[src/rtl/rf_symbol_framer.sv]
// RF correlator symbol framer: sync-word hunt, length byte, nibble-pair packing into a byte FIFO.
// Optional trailing XOR checksum byte is enabled by defining CHECKSUM_EN.
module rf_symbol_framer #(
  parameter logic [15:0] SYNC_WORD  = 16'hA5C3,
  parameter int unsigned FIFO_DEPTH = 8
) (
  input  logic       clk,
  input  logic       rst,
  input  logic [3:0] sym_in,
  input  logic       sym_valid,
  output logic [7:0] byte_out,
  output logic       byte_valid,
  input  logic       byte_ready,
  output logic       sync_found,
  output logic       frame_done,
  output logic       frame_err,
  output logic       overflow
);

  localparam int unsigned AW = (FIFO_DEPTH > 1) ? $clog2(FIFO_DEPTH) : 1;
  localparam int unsigned CW = AW + 1;

  typedef enum logic [2:0] {
    ST_HUNT,
    ST_LEN_HI,
    ST_LEN_LO,
`ifdef CHECKSUM_EN
    ST_PAYLOAD,
    ST_CHK_HI,
    ST_CHK_LO
`else
    ST_PAYLOAD
`endif
  } state_t;

  state_t      state_q, state_d;
  logic [11:0] hist_q, hist_d;
  logic [3:0]  len_hi_q, len_hi_d;
  logic [7:0]  rem_q, rem_d;
  logic [3:0]  nib_hi_q, nib_hi_d;
  logic        phase_q, phase_d;
  logic        sync_found_q, sync_found_d;
  logic        frame_done_q, frame_done_d;
  logic        frame_err_q, frame_err_d;
  logic        overflow_q, overflow_d;
`ifdef CHECKSUM_EN
  logic [7:0]  chk_q, chk_d;
  logic [3:0]  chk_hi_q, chk_hi_d;
`endif

  logic        push_c;
  logic [7:0]  push_byte_c;
  logic [7:0]  len_c;

  logic [FIFO_DEPTH-1:0][7:0] mem_q, mem_d;
  logic [AW-1:0] wr_ptr_q, wr_ptr_d;
  logic [AW-1:0] rd_ptr_q, rd_ptr_d;
  logic [CW-1:0] count_q, count_d;
  logic [7:0]    byte_out_q, byte_out_d;
  logic          byte_valid_q, byte_valid_d;
  logic          pop_c, full_c, write_c;

  // Framer FSM: only sym_valid cycles advance it
  always_comb begin
    state_d      = state_q;
    hist_d       = hist_q;
    len_hi_d     = len_hi_q;
    rem_d        = rem_q;
    nib_hi_d     = nib_hi_q;
    phase_d      = phase_q;
    sync_found_d = 1'b0;
    frame_done_d = 1'b0;
    frame_err_d  = 1'b0;
    push_c       = 1'b0;
    push_byte_c  = {nib_hi_q, sym_in};
    len_c        = {len_hi_q, sym_in};
`ifdef CHECKSUM_EN
    chk_d        = chk_q;
    chk_hi_d     = chk_hi_q;
`endif
    if (sym_valid) begin
      case (state_q)
        ST_HUNT: begin
          if ({hist_q, sym_in} == SYNC_WORD) begin
            sync_found_d = 1'b1;
            state_d      = ST_LEN_HI;
          end
          hist_d = {hist_q[7:0], sym_in};
        end
        ST_LEN_HI: begin
          len_hi_d = sym_in;
          state_d  = ST_LEN_LO;
        end
        ST_LEN_LO: begin
          if (len_c == 8'h00) begin
            frame_err_d = 1'b1;
            hist_d      = 12'h000;
            state_d     = ST_HUNT;
          end else begin
            rem_d   = len_c;
            phase_d = 1'b0;
`ifdef CHECKSUM_EN
            chk_d   = 8'h00;
`endif
            state_d = ST_PAYLOAD;
          end
        end
        ST_PAYLOAD: begin
          if (!phase_q) begin
            nib_hi_d = sym_in;
            phase_d  = 1'b1;
          end else begin
            push_c  = 1'b1;
            phase_d = 1'b0;
            rem_d   = rem_q - 8'd1;
`ifdef CHECKSUM_EN
            // dropped bytes still count toward the checksum
            chk_d   = chk_q ^ push_byte_c;
            if (rem_q == 8'd1) state_d = ST_CHK_HI;
`else
            if (rem_q == 8'd1) begin
              frame_done_d = 1'b1;
              hist_d       = 12'h000;
              state_d      = ST_HUNT;
            end
`endif
          end
        end
`ifdef CHECKSUM_EN
        ST_CHK_HI: begin
          chk_hi_d = sym_in;
          state_d  = ST_CHK_LO;
        end
        ST_CHK_LO: begin
          if ({chk_hi_q, sym_in} == chk_q) frame_done_d = 1'b1;
          else                             frame_err_d  = 1'b1;
          hist_d  = 12'h000;
          state_d = ST_HUNT;
        end
`endif
        default: begin
          hist_d  = 12'h000;
          state_d = ST_HUNT;
        end
      endcase
    end
  end

  // Output FIFO; head byte and valid are registered from the next-state view
  always_comb begin
    pop_c      = byte_valid_q & byte_ready;
    full_c     = (count_q == CW'(FIFO_DEPTH));
    write_c    = push_c & (~full_c | pop_c);
    mem_d      = mem_q;
    wr_ptr_d   = wr_ptr_q;
    rd_ptr_d   = rd_ptr_q;
    overflow_d = overflow_q | (push_c & full_c & ~pop_c);
    if (write_c) begin
      mem_d[wr_ptr_q] = push_byte_c;
      wr_ptr_d        = wr_ptr_q + AW'(1);
    end
    if (pop_c) rd_ptr_d = rd_ptr_q + AW'(1);
    count_d      = count_q + CW'(write_c) - CW'(pop_c);
    byte_valid_d = (count_d != '0);
    byte_out_d   = byte_valid_d ? mem_d[rd_ptr_d] : 8'h00;
  end

  always_ff @(posedge clk or posedge rst) begin
    if (rst) begin
      state_q      <= ST_HUNT;
      hist_q       <= '0;
      len_hi_q     <= '0;
      rem_q        <= '0;
      nib_hi_q     <= '0;
      phase_q      <= 1'b0;
      sync_found_q <= 1'b0;
      frame_done_q <= 1'b0;
      frame_err_q  <= 1'b0;
      overflow_q   <= 1'b0;
`ifdef CHECKSUM_EN
      chk_q        <= '0;
      chk_hi_q     <= '0;
`endif
      mem_q        <= '0;
      wr_ptr_q     <= '0;
      rd_ptr_q     <= '0;
      count_q      <= '0;
      byte_out_q   <= '0;
      byte_valid_q <= 1'b0;
    end else begin
      state_q      <= state_d;
      hist_q       <= hist_d;
      len_hi_q     <= len_hi_d;
      rem_q        <= rem_d;
      nib_hi_q     <= nib_hi_d;
      phase_q      <= phase_d;
      sync_found_q <= sync_found_d;
      frame_done_q <= frame_done_d;
      frame_err_q  <= frame_err_d;
      overflow_q   <= overflow_d;
`ifdef CHECKSUM_EN
      chk_q        <= chk_d;
      chk_hi_q     <= chk_hi_d;
`endif
      mem_q        <= mem_d;
      wr_ptr_q     <= wr_ptr_d;
      rd_ptr_q     <= rd_ptr_d;
      count_q      <= count_d;
      byte_out_q   <= byte_out_d;
      byte_valid_q <= byte_valid_d;
    end
  end

  assign byte_out   = byte_out_q;
  assign byte_valid = byte_valid_q;
  assign sync_found = sync_found_q;
  assign frame_done = frame_done_q;
  assign frame_err  = frame_err_q;
  assign overflow   = overflow_q;

endmodule
[config.mk]
export PLATFORM = sky130hd
export DESIGN_NAME = rf_symbol_framer
export DESIGN_NICKNAME = d
export VERILOG_FILES = /design/src/rtl/rf_symbol_framer.sv
export SDC_FILE = /design/constraint.sdc
export NUM_CORES = 1
export LEC_CHECK = 0
export BUFFER_PORTS_ARGS = -buffer_cell sky130_fd_sc_hd__buf_2
export CAP_MARGIN = 20
export CORE_UTILIZATION = 53
export CTS_CLUSTER_DIAMETER = 100
export DETAILED_ROUTE_END_ITERATION = 16
export PLACE_DENSITY = 0.68
export SLEW_MARGIN = 30
export SYNTH_ARGS = -nofsm -noshare
export SYNTH_HDL_FRONTEND = slang
export SYNTH_SLANG_ARGS = --single-unit
[constraint.sdc]
create_clock -name clk -period 5 [get_ports clk]
set_input_delay 1 -clock clk [delete_from_list [all_inputs] [get_ports clk]]
set_output_delay 1 -clock clk [all_outputs]
set_load 0.01 [all_outputs]
==> metrics.cfg <==
[synth]
synth_cell_type_count=51
synth_ff_type=dfrtp_1
synth_top_area_cell=dfrtp_1
synth.top_cell.area_share_pct=49.0
ys_top_cells_by_count=dfrtp_1 (118), nand2_1 (96), nand3_1 (66)
yosys-top-cells-area=dfrtp_1 (49%), nand2_1 (6.0%), nand3_1 (5.5%), o21ai_0 (5.0%), a21oi_1 (3.5%)
synthArstFlopShare_pct=100
ys_seq_area_share_pct=49.0
syn_nets=649
ys_seq_elements=118
yosysMostFrequentCell=dfrtp_1
synth-warning-count=0
postSynthCellCount=632
syn_avg_cell_area_sq_um=9.54
synth_edf_count=0
synth_area_sq_um=6030

[grt]
antenna_found_initial=0
grt_overflow=0
grt_pass1_wl_mm=25.2
grt_use_total_pct=29.2
grt_max_degree=82
grt_pass1_vias=4845

[drt]
route.detailed.wl_per_inst_um=19.9
ant_nets=0
via_per_inst=6.34
drcViolationCount=0
firstDrtPassIters=6
dr.first_iter.drc_count=591
vias=5005
drt-total-wl_mm=15.7

[clock_network]
cts_tree=done
cts_max_path_buffers=2
cts_setup_buffers=0
clock_latency_ns=0.42
numCtsBuffers=17
ctsHoldBuffers=0
htree_levels=4
root_buffer=clkbuf_16
clk_pin_slew_ns=0.05
clkSinkCount=118
ctsResizeCount=0

[die]
die_w_um=109
die_y_um=109
dieArea_sq_um=11800
fp-row-count=38
io-pin-count=21
start_util_pct=54.9
coreArea_sq_um=11000

[setup_path]
r2r_slack_ns=1.70
reg2reg_depth=12
cp_data_required_time_ns=5.29
slowest_delay_ns=0.75
crit_fanout=23
r2r-start=state_q[0]
path_class=in2reg
crit_chain=buf_2 > nand4_2 > a21oi_1 > nand2_1 > nand2_1 > ha_1 > inv_1 > fa_1 > inv_1 > or4_1 > o21ai_0 > nor4b_2
arrival_ns=3.88
crit_family=simple AND/OR/NAND/NOR gates
worst-path-buf-inv=3
critPathLaunchType=input port
crit_slowest_cell=or4_1
rr_endpoint=byte_out[0]
endpoint_kind=flop

[power_and_ir_drop]
irDropWorstVdd_v=0.000320
leakagePower_nw=3.52
power_mw=4.09
cellPowerDensity_nw_per_um2=596

[hold_path]
hold_path_end=hist_q[9]
worstHoldPathType=reg2reg
min-delay-start=hist_q[9]
hold_depth=1

[placement]
gp_congestion=0.866
io_buffers=20
hpwl_mm=9.59

[cells_and_area]
syn2layout_area_growth_pct=13.8
finalNetCount=653
multi_input_area_sq_um=2830
seqCellArea_sq_um=2950
final_layout_size_suffix_gt1_share_pct=15.9
utilization_pct=62.5
diodes=0
fillers=907

[sta]
max_freq_mhz=278
finalClockSkew_ns=0.00613
hold_ws_ns=0.471
slew_viol_final=0
period_share_pct=71.8
tightest_slew_ns=0.999
finalSetupTns_ns=0
rsz0062_at_grt=no
period_minus_slack_ns=3.59
setup_viol=0
slew_headroom_pct=33.3
hold_viol=0

[outcome]
status=finished, final reports clean

[run]
maxCapViolations=0

## worst max-delay path by stage
stage	from	end	slack, ns	cells past startpoint
final	sym_valid	byte_out[0]	1.41	12
after global routing	sym_valid	byte_out[0]	1.23	12
after CTS	sym_valid	byte_out[0]	1.44	12
after detailed placement	sym_valid	byte_out[0]	1.0	12
after global placement	sym_valid	byte_out[1]	1.09	12
after floorplan	rst	byte_out[0]	0.87	1
## worst reg2reg max path: cells and delay by family (launching register included)
family                   cells  cell delay [ns]
AO/OA/AOI/OAI                2             0.60
adder cells (fa/ha/maj)      2             0.64
buffers and inverters        3             0.38
flip-flops                   1             0.32
AND/OR/NAND/NOR              5             1.25
## routing by layer
| layer | GRT usage (%) | routed length, um | vias up | share of wire, % |
|---|---|---|---|---|
| met5 | 0 | 0 | - | 0 |
| met4 | 15.7 | 537 | 0 | 3.4 |
| met3 | 6.58 | 940 | 47 | 6.0 |
| met2 | 45.3 | 7430 | 211 | 47 |
| met1 | 38.1 | 6820 | 2471 | 43 |
| li1 | - | - | 2276 | - |
## layout make-up
cell class	instances	share of cell area, %
Sequential cell	118	43.0
Multi-Input combinational cell	444	41.2
Clock buffer	22	6.91
Timing Repair Buffer	33	2.88
Tap cell	140	2.55
Clock inverter	10	2.19
Inverter	22	1.28
## cells by family after synthesis
| group | Yosys count | share of synthesized area, % |
|---|---|---|
| DFF | 118 | 49.0 |
| muxes | 28 | 5.02 |
| xor gates and xnor gates | 7 | 1.02 |
| AOI/OAI and AO/OA | 157 | 16.7 |
| and+or+nand+nor | 243 | 21.6 |
| adders and majority gates | 9 | 1.99 |
| buffers and inverters | 70 | 4.69 |
## state kept, by name, indices dropped and copies added, names as in the netlist
register,flops
rem_q,8
overflow,1
nib_hi_q,4
byte_valid,1
mem_q,64
rd_ptr_q,3
sync_found,1
frame_err,1
wr_ptr_q,3
state_q,2
len_hi_q,4
count_q,4
hist_q,12
frame_done,1
phase_q,1
byte_out,8
## cells in the final DEF, fill, tap and decap left out, drive strengths merged, types with 3 or more instances in the layout
master / n
ha: 8
o211ai: 11
o2111ai: 10
inv: 22
nor2: 17
nand4: 10
a31oi: 3
nor4bb: 14
mux2i: 10
clkbuf: 22
mux2: 18
bufinv: 4
a21o: 13
xnor2: 5
clkinv: 6
nand3: 66
o41a: 8
nand3b: 3
nand2b: 6
nand2: 97
nor4b: 10
o21ai: 60
nor4: 3
buf: 33
dfrtp: 118
a21oi: 42
nor3: 7
a211oi: 3
## per-stage QoR
stage	setup WS, ns	instances	cell area [sq um]
finish	1.41	789	6860
global route	1.23	789	6860
CTS	1.44	789	6850
detailed placement	0.995	757	6220
global placement	1.09	757	6220
floorplan	0.871	632	6030
## report_power, final
part           switching (mW)  internal [mW]  leakage [nW]
clock network           0.429          0.868         0.313
registers               0.150           1.13          1.59
logic                   0.907          0.613          1.62
total                    1.48           2.61          3.52
Power figures use the tool's default switching activity.
